### config.mk
export PLATFORM = sky130hd
export DESIGN_NAME = ones_count_sched
export DESIGN_NICKNAME = d
export VERILOG_FILES = /design/src/rtl/ones_count_sched.sv
export SDC_FILE = /design/constraint.sdc
export NUM_CORES = 1
export LEC_CHECK = 0
export CAP_MARGIN = 30
export CORE_AREA = 2 2 55 57
export DETAILED_ROUTE_END_ITERATION = 7
export DIE_AREA = 0 0 57 59
export GPL_TIMING_DRIVEN = 0
export PLACE_DENSITY = 0.8
export SLEW_MARGIN = 5
export SYNTH_ARGS = -nofsm -noshare
export SYNTH_HDL_FRONTEND = slang
export SYNTH_SLANG_ARGS = --single-unit
### constraint.sdc
create_clock -name clk -period 3.02 [get_ports clk]
set_input_delay 0.906 -clock clk [delete_from_list [all_inputs] [get_ports clk]]
set_output_delay 0.906 -clock clk [all_outputs]
set_load 0.05 [all_outputs]
### src/rtl/ones_count_sched.sv
// ones_count_sched: round-robin scheduler that shares one external ones-counter
// datapath (data/s/result/done handshake) between two requesters and returns
// the tagged count.
// Optional feature: define OCS_TIMEOUT_EN to enable the RUN-state watchdog
// (limit TMO cycles; a timed-out job returns all ones with rsp_err set).
module ones_count_sched #(
  parameter int unsigned N   = 8,
  parameter int unsigned TMO = 2 * N + 4
) (
  input  logic         clk,
  input  logic         reset,
  input  logic         req0,
  input  logic         req1,
  input  logic [N-1:0] data0,
  input  logic [N-1:0] data1,
  output logic         gnt0,
  output logic         gnt1,
  output logic         rsp_valid,
  output logic         rsp_id,
  output logic [N-1:0] rsp_result,
  output logic         rsp_err,
  output logic [N-1:0] dp_data,
  output logic         dp_s,
  input  logic [N-1:0] dp_result,
  input  logic         dp_done,
  output logic [1:0]   st,
  output logic         busy
);

  typedef enum logic [1:0] {
    IDLE = 2'b00,
    LOAD = 2'b01,
    RUN  = 2'b10,
    DONE = 2'b11
  } state_t;

  state_t state;
  logic   lp;      // last-served requester
  logic   cur_id;  // requester owning the job in flight

  logic         any_req_c;
  logic         win_c;
  logic [N-1:0] win_data_c;

  assign st = state;

  // Round-robin pick: on a tie the requester not served last wins.
  always_comb begin
    any_req_c  = req0 | req1;
    win_c      = (req0 & req1) ? ~lp : req1;
    win_data_c = win_c ? data1 : data0;
  end

`ifdef OCS_TIMEOUT_EN
  localparam int unsigned CW = (TMO > 1) ? $clog2(TMO + 1) : 1;
  logic [CW-1:0] tmo_cnt;
`else
  // Without the watchdog there is never an error to report.
  logic unused_tmo;
  assign unused_tmo = (TMO != 0);
  assign rsp_err    = 1'b0;
`endif

  // Scheduler FSM with all outputs registered.
  always_ff @(posedge clk) begin
    if (reset) begin
      state      <= IDLE;
      lp         <= 1'b1;
      cur_id     <= 1'b0;
      gnt0       <= 1'b0;
      gnt1       <= 1'b0;
      rsp_valid  <= 1'b0;
      rsp_id     <= 1'b0;
      rsp_result <= '0;
      dp_data    <= '0;
      dp_s       <= 1'b0;
      busy       <= 1'b0;
`ifdef OCS_TIMEOUT_EN
      rsp_err    <= 1'b0;
      tmo_cnt    <= '0;
`endif
    end else begin
      gnt0      <= 1'b0;
      gnt1      <= 1'b0;
      rsp_valid <= 1'b0;
      case (state)
        IDLE: begin
          if (any_req_c) begin
            state   <= LOAD;
            busy    <= 1'b1;
            lp      <= win_c;
            cur_id  <= win_c;
            dp_data <= win_data_c;
            dp_s    <= 1'b0;
            gnt0    <= ~win_c;
            gnt1    <= win_c;
          end
        end
        LOAD: begin
          state <= RUN;
          dp_s  <= 1'b1;
`ifdef OCS_TIMEOUT_EN
          tmo_cnt <= '0;
`endif
        end
        RUN: begin
          if (dp_done) begin
            state      <= DONE;
            dp_s       <= 1'b0;
            rsp_valid  <= 1'b1;
            rsp_id     <= cur_id;
            rsp_result <= dp_result;
`ifdef OCS_TIMEOUT_EN
            rsp_err    <= 1'b0;
          end else if (tmo_cnt == CW'(TMO - 1)) begin
            // Watchdog expiry: release the datapath and report a failed job.
            state      <= DONE;
            dp_s       <= 1'b0;
            rsp_valid  <= 1'b1;
            rsp_id     <= cur_id;
            rsp_result <= '1;
            rsp_err    <= 1'b1;
          end else begin
            tmo_cnt <= tmo_cnt + CW'(1);
`endif
          end
        end
        DONE: begin
          state <= IDLE;
          busy  <= 1'b0;
        end
        default: begin
          state <= IDLE;
          busy  <= 1'b0;
          dp_s  <= 1'b0;
        end
      endcase
    end
  end

endmodule
Word level (Yosys, flattened, before mapping)
Index checks and enable logic that the tools add are counted.
{"block": "op_classes", "div": 0, "add_sub_neg": 0, "reduce_logical": 10, "order_cmp": 0, "n_shift": 0, "n_mul": 0, "n_mux": 11, "n_bitwise": 7, "n_eq_ne": 5}
{"op": "$mux W8", "n": 1}
{"op": "$pmux W2 S4", "n": 1}
{"op": "$reduce_and A2 Y1", "n": 4}
{"op": "$mux W1", "n": 5}
{"op": "$not A1 Y1", "n": 5}
{"op": "$eq A2 B2 Y1 const B", "n": 2}
{"op": "$mux W2", "n": 2}
{"op": "$ne A2 B2 Y1 const B", "n": 2}
{"op": "$pmux W1 S3", "n": 1}
{"op": "$reduce_and A3 Y1", "n": 1}
{"op": "$reduce_bool A3 Y1", "n": 1}
{"op": "$reduce_or A3 Y1", "n": 1}
{"op": "$eq A2 B1 Y1 const B", "n": 1}
{"op": "$logic_not A2 Y1", "n": 1}
{"op": "$pmux W1 S2", "n": 1}
{"op": "$reduce_bool A2 Y1", "n": 1}
{"op": "$reduce_or A2 Y1", "n": 1}
{"op": "$and A1 B1 Y1", "n": 1}
{"op": "$or A1 B1 Y1", "n": 1}
{"block": "totals", "reg_bits": 26, "ramBits": 0, "out_inout_bits": 25, "romBits": 0, "input_bits": 29, "mem_count": 0, "wordCells": 44, "latchBits": 0}

Depth between registers and ports, before layout
Gate-level depths: netlist (run 1).
{"block": "depth", "word_depth": 3, "ltp_mapped": 7, "mapped_depth_nobuf": 5}

Worst setup path after synthesis (run 1)
OpenSTA, ideal clock, no wires.
{"block": "synth_path", "kind": "flip-flop to flip-flop", "startpoint": "register state[0], in the netlist st[0]", "endpoint": "register state[1], in the netlist st[1]", "path_stages_with_launch": 7, "period_less_slack_ns": 1.999, "t_required_ns": 2.933, "path_buffers": 1, "setup_slack_ns": 1.021, "arrival_time_ns": 1.912, "setup_ns": 0.087, "path_cell_list": "dfxtp_1 > inv_1 > ha_1 > buf_6 > nor3b_1 > or4b_1 > o31ai_1"}
{"block": "synth_between", "elab_chain_cells": 3, "word_cells_on_any_way": 8, "cone_classes": "eq/ne: 5; mux: 1; reduce/logical: 2"}
{"element": "from (decl)", "line_no": "37", "source": "state_t state;"}
{"element": "from (signal assigned)", "line_no": "67", "source": "state <= IDLE;"}
{"element": "from (signal assigned)", "line_no": "89", "source": "state <= LOAD;"}
{"element": "from (signal assigned)", "line_no": "100", "source": "state <= RUN;"}
{"element": "$eq A2 B2 Y1 / $logic_not A2 Y1 (equally long branches)", "line_no": "86", "source": "case (state)"}
{"element": "$ne A2 B2 Y1 (no source line)"}
{"element": "$reduce_and A2 Y1 (no source line)"}
Parallel ways exist; a longest one is shown, timed or not.
A chain may end at the register's enable or synchronous reset.

Worst setup path after layout (run 1)
{"block": "layout_path", "startpoint": "register state[0], in the netlist st[0]", "endpoint": "output port st[0]"}
{"element": "to (decl)", "line_no": "26", "source": "output logic [1:0] st,"}
No word-level cell between the ends.

==> metrics, run 1 <==
DRC 0; Max Clock Freq 0.4032 GHz; DR pass1 iterations 4; Buffers & Inverters on Critical Path 1; Syn Area/Cell 8.422 sq um; post-synth top area cell dfxtp_1; Max stage delay on crit path 0.83 ns; Cell Pwr Density 884.7 nW/um^2; fin cells 218; final setup vio count 0; Hold Fails Final Rpt 0; slew of the pin with the lowest slew margin 0.5181 ns; crit path DAT 1.57 ns; Via Count 1086; First DRT Iteration DRCs 27; H-tree Lvls 1; wire length per cell 12.45 microns; total placed cells including tap cells 215; vias in the first global route 1050; area of the die 3363 sq um; Min Clock Period, post-route 2.480 ns; Req. time, crit path 2.11 ns; Synth area leaders dfxtp_1 46%, nand2_1 9.6%, a21oi_1 8.9%, ha_1 6.7%, a211oi_1 6.0%; Reg clk slew, reported paths 0.13 ns; Synth Flop Type dfxtp_1; worst skew pair latency 0.31 ns; first-pass GRT wire length 4319 microns; Cells after Synth 134; Worst Path Max Fanout 5; Num CTS Buffers 3; RSZ-0062 raised after global routing no; CP startpoint kind flop; most frequent cell after synthesis nand2_1; setup TNS 0 ns; Post-DP HPWL 2124 microns; Placer Congestion 0.7607; largest net degree at the start of global routing 14; CP top delay family buffers and inverters; Layout fillers 238; TritonCTS sink count 26; final WL 2714 microns; Worst Setup End Kind output pin; Core Area 2710 sq um; Clock Path Buffers 2; Initial Util 41.64%; GRT Util Overall 16.23%; fin. max-slew vios 0; Crit Path Class flop to output pin; Cell Area, Synth 1129 sq um; I/O pins 54; status finished clean; Critical-path top delay cell clkdlybuf4s50_1; Diodes inserted 0; Syn Nets 169; die width 57 microns; commonest cells in the netlist 29 x nand2_1, 26 x dfxtp_1, 20 x a21oi_1; Final nets 224; post-synthesis sequential area ratio 46.12%; Die Y 59 microns; Area Overhead vs Synth 49.78%; # resized after CTS 0; Slew HR 65.35%; CTS tree done; Tcrit/Tclk final 82.12%; Vias/cell 4.982; Row Count 19; Yosys Warn Count 0; fraction of final layout cells sized beyond drive strength 1 6.417%; # Post-CTS Setup Buffers 0; CTS root buf clkbuf_4; Synth cell types 27; peak supply drop 552.3 uV; hold_buf cts 0; critical-path cell list clkdlybuf4s50_1; number of synthesized flops with an enable pin 0; Remaining Overflow, GRT 0; Clock Skew 0.004076 ns; Final ANT Viol Nets 0; Async SR Flop Fraction 0%; IO Port Bufs 50; worst hold path type flop to flop; area share of the largest cell type after synthesis 46.12%; Lkg Pwr 0.6480 nW; register bit total from synthesis 26; initial antenna violation count 0; maxcap violations 0
-- logic make-up (layout without fill, tap and decap cells) --
| group | after synthesis | count (layout) | share of synthesized area, % |
|---|---|---|---|
| muxes | 1 | 1 | 0.8870 |
| buffers and inverters | 11 | 64 | 4.989 |
| adders and majority gates | 6 | 6 | 6.652 |
| and+or+nand+nor | 53 | 53 | 20.29 |
| other | 1 | 1 | 0.3323 |
| DFF | 26 | 26 | 46.12 |
| AOI/OAI and AO/OA | 36 | 36 | 20.73 |
-- per-layer routing --
metal,up-vias,GRT usage (%),wire [microns]
li1,553,-,-
met1,500,19.13,1148
met2,31,28.90,1404
met3,2,3.057,153
met4,0,6.977,8
met5,-,0,0
-- registers in the layout, indices dropped and copies added (netlist names) --
name,count
rsp_result,8
dp_s,1
busy,1
cur_id,1
rsp_id,1
rsp_valid,1
dp_data,8
gnt1,1
st,2
gnt0,1
lp,1
-- cells in the final DEF, fill, tap and decap left out, types with 2 or more instances in the layout --
cell / netlist / layout
clkdlybuf4s50_1: 0 / 50
nand2_1: 29 / 29
dfxtp_1: 26 / 26
a21oi_1: 20 / 20
nor2_1: 14 / 14
a211oi_1: 9 / 9
ha_1: 6 / 6
clkbuf_1: 4 / 4
buf_2: 3 / 3
clkbuf_4: 0 / 3
inv_1: 2 / 2
o21a_1: 2 / 2
nand2b_1: 2 / 2
nor3_1: 2 / 2
-- worst paths after layout --
check / startpoint / to / slack [ns] / cells after the start
setup / recovery: st[0]$_SDFFE_PP0P_ / st[0] / 0.54 / 1
hold / removal: cur_id$_SDFFE_PP0P_ / rsp_id$_SDFFE_PP0P_ / 0.46 / 2
setup reg to reg: st[0]$_SDFFE_PP0P_ / st[1]$_SDFFE_PP0P_ / 1.29 / 6
hold reg to reg: cur_id$_SDFFE_PP0P_ / rsp_id$_SDFFE_PP0P_ / 0.46 / 2
-- report_power, final --
group	leakage, nW	total (mW)	internal, mW	switching [mW]
clock network	0.0138	0.139	0.0466	0.0920
registers	0.213	0.488	0.432	0.0564
logic	0.421	0.869	0.322	0.546
-- final cells by class --
class	count	area [sq um]	area share, %
plain buffers	9	48.80	2.887
flip-flops and latches	26	520.5	30.79
repair buffers	50	500.5	29.61
inverters	2	7.507	0.4441
clock buffers	3	22.52	1.332
multi-input cells	97	551.8	32.64
well taps	31	38.79	2.295
-- per-stage QoR --
stage / utilization (%) / setup WS (ns) / cell area (sq um) / hold slack [ns] / total power, mW
final: 62.37 / 0.5401 / 1690 / 0.4616 / 1.495
after global routing: 62.37 / 0.4810 / 1690 / 0.4865 / 1.583
after CTS: 62.37 / 0.5275 / 1690 / 0.4545 / 1.505
after detailed placement: 61.54 / 0.6885 / 1668 / 0.4469 / 1.368
after global placement: 61.54 / 0.7258 / 1668 / 0.4428 / 1.345
after floorplan: - / 1.021 / 1129 / 0.4322 / 1.098
(Power assumes the default switching activity.)
==> run 2: changes to the inputs <==
--- a/config.mk
+++ b/config.mk
@@ -6,11 +6,11 @@
 export NUM_CORES = 1
 export LEC_CHECK = 0
 export CAP_MARGIN = 30
-export CORE_AREA = 2 2 55 57
+export CORE_AREA = 2 2 59 61
 export DETAILED_ROUTE_END_ITERATION = 7
-export DIE_AREA = 0 0 57 59
+export DIE_AREA = 0 0 61 63
 export GPL_TIMING_DRIVEN = 0
-export PLACE_DENSITY = 0.8
+export PLACE_DENSITY = 0.74
 export SLEW_MARGIN = 5
 export SYNTH_ARGS = -nofsm -noshare
 export SYNTH_HDL_FRONTEND = slang
==> constraint.sdc (replaced) <==
create_clock -name clk -period 2 [get_ports clk]
set_input_delay 0.6 -clock clk [delete_from_list [all_inputs] [get_ports clk]]
set_output_delay 0.6 -clock clk [all_outputs]
set_load 0.05 [all_outputs]
==> metrics, run 2 (synthesis gave the netlist of run 1 again) <==
Max stage delay on crit path 0.55 ns (-0.28 ns); GR peak layer met2; area of the die 3843 sq um (+14%); Die Y 63 microns (+6.8%); commonest non-fill, non-tap cell in the layout nand2_1; DR pass1 iterations 4 (unchanged); Crit Reg-Reg Endpoint st[1]$_SDFFE_PP0P_; Critical-path top delay cell dlygate4sd2_1; Via Count 1091 (+0.46%); hold_buf cts 0 (unchanged); First DRT Iteration DRCs 32 (+19%); post-route setup slack 0.1043 ns (-0.4358 ns); Diodes inserted 0 (unchanged); H-tree Lvls 1 (unchanged); wire length per cell 11.60 microns (-6.8%); Reg clk slew, reported paths 0.14 ns (about the same); Placer Congestion 0.6471 (-15%); CP startpoint kind flop; # Post-CTS Setup Buffers 0 (unchanged); Num CTS Buffers 3 (unchanged); Lkg Pwr 0.7507 nW (+16%); # resized after CTS 24 (+24); Slew HR 65.95% (+0.60 points); Remaining Overflow, GRT 0 (unchanged); I/O pins 54 (unchanged); Hold Fails Final Rpt 0 (unchanged); status finished clean; Setup WS pre-CTS -0.04597 ns (-0.7345 ns); worst reg-to-reg setup slack 0.25 ns (-1.04 ns); CP startpoint st[0]$_SDFFE_PP0P_; most frequent cells in the layout 29 x nand2_1, 26 x dfxtp_1, 26 x clkdlybuf4s50_1, 24 x dlygate4sd2_1, 20 x a21oi_1; setup TNS 0 ns (unchanged); r2r worst-path depth 6 (unchanged); Layout fillers 325 (+37%); Crit Path Class flop to output pin; final setup vio count 0 (unchanged); worst r2r src st[0]$_SDFFE_PP0P_; fin. max-slew vios 0 (unchanged); worst hold path type flop to flop; Worst Setup End Kind output pin; grt met2 use 25.54% (-3.4 points); Row Count 21 (+2); Worst Hold Endpoint rsp_result[4]$_SDFFE_PP0P_; RSZ-0062 raised after global routing no; largest net degree at the start of global routing 15 (+1); first-pass GRT wire length 4402 microns (+1.9%); CP top delay family buffers and inverters; die width 61 microns (+7.0%); hold_ws 0.4600 ns (-0.001545 ns); Core Area 3232 sq um (+19%); Vias/cell 4.662 (-6.4%); Final nets 224 (unchanged); Req. time, crit path 1.40 ns (-0.71 ns); initial antenna violation count 0 (unchanged); CP Depth 1 (unchanged); peak supply drop 576.2 uV (+4.3%); final WL 2715 microns (about the same); CTS root buf clkbuf_4; TritonCTS sink count 26 (unchanged); Clock Skew 0.003747 ns (-0.0003285 ns); maxcap violations 0 (unchanged); GRT Util Overall 14.58% (-1.7 points); Initial Util 34.92% (-6.7 points); Area Overhead vs Synth 50.00%; Final ANT Viol Nets 0 (unchanged); slew of the pin with the lowest slew margin 0.5127 ns (-0.005397 ns); met1 Usage GRT 17.07% (-2.1 points); DRC 0 (unchanged); Clock Path Buffers 2 (unchanged); fraction of final layout cells sized beyond drive strength 1 6.915% (+0.50 points); Tcrit/Tclk final 94.79%; crit path DAT 1.30 ns (-0.27 ns); Max Clock Freq 0.5275 GHz; CTS tree done; critical-path cell list dlygate4sd2_1; vias in the first global route 1053 (+0.29%); Post-DP HPWL 2116 microns (-0.37%); Worst Hold Launch rsp_result[4]$_SDFFE_PP0P_; Buffers & Inverters on Critical Path 1 (unchanged); Cell Pwr Density 1313 nW/um^2 (+48%); IO Port Bufs 50 (unchanged); Min Clock Period, post-route 1.896 ns; Worst Path Max Fanout 5 (unchanged); hold depth 2 (unchanged); worst skew pair latency 0.31 ns (about the same); met3 usage 3.106% (+0.049 points)
-- run 2: cell types whose count changed in the layout (fill, tap and decap cells not counted), sizes merged --
cell | before | now
clkbuf | 7 | 8
clkdlybuf4s50 | 50 | 26
dlygate4sd2 | 0 | 24
-- run 2: worst max path at each step --
stage	slack (ns)	end
after floorplan	0.001	st[1]$_SDFFE_PP0P_
after global placement	0.01	dp_data[7]$_SDFFE_PP0P_
after detailed placement	-0.05	dp_data[4]$_SDFFE_PP0P_
after CTS	0.08	st[0]
after global routing	0.03	st[0]
final	0.10	st[0]
-- run 2: report_power, final --
group | leakage (nW) | switching, mW | internal [mW]
Sequential | 0.213 | 0.0831 | 0.651
Combinational | 0.516 | 0.823 | 0.406
Clock | 0.0210 | 0.148 | 0.111
Total | 0.751 | 1.05 | 1.17
-- run 2: cell type report --
class                      count  area [sq um]  share of cell area [%]
buffer                         9         48.80                   2.882
clock buffer                   4         36.28                   2.143
inverter                       2         7.507                  0.4435
multi-input combinational     97         551.8                   32.59
sequential                    26         520.5                   30.75
tap                           46         57.56                   3.400
timing repair buffer          50         470.5                   27.79
-- run 2: stage by stage --
| step | total power [mW] | std cells | utilization (%) | cell area (sq um) |
|---|---|---|---|---|
| finish | 2.223 | 234 | 52.38 | 1693 |
| global route | 2.371 | 234 | 52.38 | 1693 |
| CTS | 2.245 | 234 | 52.38 | 1693 |
| detailed placement | 2.065 | 230 | 52.19 | 1687 |
| global placement | 2.030 | 230 | 52.19 | 1687 |
| floorplan | 1.658 | 134 | - | 1129 |
-- run 2: routing by layer --
layer	part of all wire, %	vias to the layer above
met2	51	31
met4	0.44	0
met1	42	503
met3	5.9	2
met5	0	-
li1	-	555
-- run 2: worst reg2reg max path, delay by kind of cell, from the launching register on --
family / cells / cell delay (ns)
simple gates: 2 / 0.68
flops: 1 / 0.43
buf+inv: 2 / 0.25
fa+ha+maj: 1 / 0.22
compound gates: 1 / 0.08
==> run 3: changes to the inputs <==
--- a/config.mk
+++ b/config.mk
@@ -5,7 +5,7 @@
 export SDC_FILE = /design/constraint.sdc
 export NUM_CORES = 1
 export LEC_CHECK = 0
-export CAP_MARGIN = 30
+export CAP_MARGIN = 20
 export CORE_AREA = 2 2 59 61
 export DETAILED_ROUTE_END_ITERATION = 7
 export DIE_AREA = 0 0 61 63
==> results of run 3 <==
The final DEF is identical to that of run 2; final timing and power are the same.
==> variant 1 (flow settings as in run 2) <==
Set the parameter `N` to 9 (it was 8).
--- a/src/rtl/ones_count_sched.sv
+++ b/src/rtl/ones_count_sched.sv
@@ -4,7 +4,7 @@
 // Optional feature: define OCS_TIMEOUT_EN to enable the RUN-state watchdog
 // (limit TMO cycles; a timed-out job returns all ones with rsp_err set).
 module ones_count_sched #(
-  parameter int unsigned N   = 8,
+  parameter int unsigned N   = 9,
   parameter int unsigned TMO = 2 * N + 4
 ) (
   input  logic         clk,
Interface: changed (5 resized); port bits go from 54 to 59. The function was not compared with the original's and may differ.
==> variant 1 against run 2 <==
  * Die area unchanged
  * Worst setup slack worse by 0.013 ns
  * Wire length rose by 8.8%
  * Via count grew 5.1%
  * Power up 5.6%
  * Maximum frequency shrank 0.69%
  * Combinational power up 5%
  * Cell count increased by 6.8%
  * Cell area up 7.6%
  * Synthesized cell count rose by 6.7%
  * Synthesized area increased by 5.4%
  * Register-to-register slack improved by 0.04 ns
  * Sequential cell count up 2
==> variant 1: results <==
group,metric,value,unit
layout,multi_input_area_share,31.5,%
global_routing,met2_usage,28.6,%
global_routing,grt_pass1_wl,4.79,mm
setup_path,r2r_cells,5,
min_path,hold_end,"rsp_result[7]",
setup_path,reg2reg_setup_slack,0.29,ns
route,wirelength,2.96,mm
global_routing,groute.usage.overall,16.1,%
placed_design,dp_hpwl,2.29,mm
sta,clock_skew,0.00262,ns
layout,fin_nets,243,
placed_design,routabilityCongestion,0.686,
layout,areaGrowthSynthToFinish,53.1,%
layout,buffer_area_share,32.2,%
route,vias,1147,
clocking,cts_resized,26,
layout,multi_input_comb_cells,103,
placed_design,port_buffers,57,
layout,fin_cells,250,
yosys,synth_cells,143,
yosys,yosysSeqAreaShare,47.1,%
pwr,p_sw,0.00112,W
yosys,yosysUniqueCellTypes,28,
sta,layout_min_cycle_time,1.91,ns
placed_design,placed_area,1820,um^2
global_routing,grt_max_degree,16,
layout,seq_area,561,um^2
layout,fillers,310,
sta,slew_headroom,66.3,%
yosys,ys_ff_latch,28,
status,status,"complete, no violations",
-- variant 1: routing by layer --
layer,vias up,part of all wire [%]
met3,2,5.4
met4,0,0.71
met2,35,50
met5,-,0
li1,602,-
met1,508,44
-- variant 1: logic make-up after synthesis --
group | Yosys count | share of synthesized area, %
AOI/OAI and AO/OA | 39 | 20.4
buffers and inverters | 12 | 4.73
adders and majority gates | 6 | 6.31
other | 1 | 0.315
DFF | 28 | 47.1
muxes | 1 | 0.841
and+or+nand+nor | 56 | 20.3
-- variant 1: power by group through the flow --
stage / Sequential [W] / Combinational [W] / Clock [W]
after floorplan: 0.00125 / 0.000498 / 0
after global placement: 0.000797 / 0.00135 / 0
after detailed placement: 0.000810 / 0.00138 / 0
after CTS: 0.000791 / 0.00130 / 0.000277
after global routing: 0.000808 / 0.00141 / 0.000301
final: 0.000786 / 0.00129 / 0.000275
==> variant 2 (flow settings as in run 2) <==
Made on the original files. Make the reset (`reset`) asynchronous in one clocked block.
--- a/src/rtl/ones_count_sched.sv
+++ b/src/rtl/ones_count_sched.sv
@@ -62,7 +62,7 @@
 `endif
 
   // Scheduler FSM with all outputs registered.
-  always_ff @(posedge clk) begin
+  always_ff @(posedge clk or posedge reset) begin
     if (reset) begin
       state      <= IDLE;
       lp         <= 1'b1;
Function: differs if reset is asserted again (counterexample within 4 cycles, from zero or initial values and one cycle with reset high); with reset held inactive, the same outputs for 10 cycles.
==> variant 2 against run 2 <==
  * Die area unchanged
  * Sequential cell count unchanged
  * First-iteration DRC count down 3.1%
  * Synthesized area up 0.78%
  * Hold slack better by 0.044 ns
  * Register-to-register slack better by 0.09 ns
  * Worst setup slack worse by 0.012 ns
  * Power up 38%
  * Cell area up 4.3%
  * Wire length down 9.3%
  * Sequential share of layout area up 6.2 points
==> variant 2: results <==
group,metric,value,unit
status,status,"complete, no violations",
layout,fillers,310,
placed_design,routabilityCongestion,0.758,
pwr,peakVddDrop,865,uV
yosys,yosysUniqueCellTypes,25,
clocking,root_buffer,"clkbuf_4",
global_routing,grt_pass1_vias,933,
placed_design,port_buffers,52,
layout,fin_nets,175,
sta,clock_skew,0.00120,ns
yosys,yosysSeqAreaShare,57.3,%
route,viasPerCell,4.65,
yosys,synthTopCellsByCount,"dfrtp_1 (25), mux2_2 (11), a221o_1 (7), and3_2 (7)",
min_path,hp-class,"reg2reg",
yosys,synthArstFlopShare,100,%
global_routing,grt_max_degree,18,
yosys,synthesis.nets,117,
layout,drive_gt1_share,22.1,%
global_routing,grt_pass1_wl,4.04,mm
clocking,post-cts-setup-buffer-count,0,
global_routing,groute.usage.overall,13.9,%
clocking,cts_max_level,1,
route,wirelength,2.46,mm
pwr,power_leakage,0.846,nW
placed_design,placed_area,1740,um^2
route,drtIter0Drc,31,
yosys,synthTopCellsByArea,"dfrtp_1 (55%), mux2_2 (11%), a221o_1 (6.2%)",
[variant 2: cell count changes after synthesis, moves of 3 or more]
cell / run 2 / this run
a211oi_1: 9 / 0
inv_1: 2 / 5
a21oi_1: 20 / 3
clkbuf_1: 4 / 0
a221o_1: 0 / 7
dfxtp_1: 26 / 0
mux2_2: 0 / 11
and3_2: 0 / 7
buf_2: 3 / 0
nor2_1: 14 / 3
dfrtp_1: 0 / 25
nand2_1: 29 / 1
[variant 2: final timing paths]
path | depth (start not counted) | end | slack (ns) | from
setup / recovery | 1 | st[0] | 0.09 | st[0]
setup reg to reg | 5 | dp_s | 0.34 | st[0]
max in group asynchronous | 3 | lp | 0.89 | reset
min in group asynchronous | 2 | rsp_result[6] | 0.59 | reset
hold reg to reg | 1 | cur_id | 0.50 | cur_id
hold / removal | 1 | cur_id | 0.50 | cur_id
[variant 2: cell families (layout without fill, tap and decap cells)]
family	count (synthesis)	count (layout)	share of synthesized area, %
flops	26	26	57.3
compound gates	16	16	12.7
simple gates	16	16	9.68
mux	12	12	11.8
buf+inv	7	64	2.75
fa+ha+maj	5	5	5.50
other cells	1	1	0.330
[variant 2: power by group]
part	switching, W	internal [W]
sequential	0.000134	0.000782
combinational	0.00119	0.000593
clock	0.000155	0.000203
[variant 2: layer usage]
metal / vias up / GRT usage (%) / share of wire [%]
li1: 416 / - / -
met4: 0 / 3.80 / 1.1
met3: 2 / 3.31 / 3.7
met2: 21 / 26.5 / 57
met5: - / 0 / 0
met1: 425 / 14.5 / 39
[variant 2: metrics by stage]
stage               total power [W]  cells  TNS [ns]  setup WS, ns
finish                      0.00306    186         0        0.0922
global route                0.00323    186         0        0.0315
CTS                         0.00309    186         0        0.0790
detailed placement          0.00290    182    -0.917        -0.131
global placement            0.00284    181    -0.813        -0.119
floorplan                   0.00224     83         0         0.114
[variant 2: layout make-up]
class	count	area [um^2]	area share [%]
inverter	5	18.8	1.06
multi-input combinational	50	454	25.7
timing repair buffer	53	518	29.3
sequential	26	652	36.9
clock buffer	3	22.5	1.28
tap	46	57.6	3.26
buffer	2	12.5	0.709
clock inverter	1	30.0	1.70
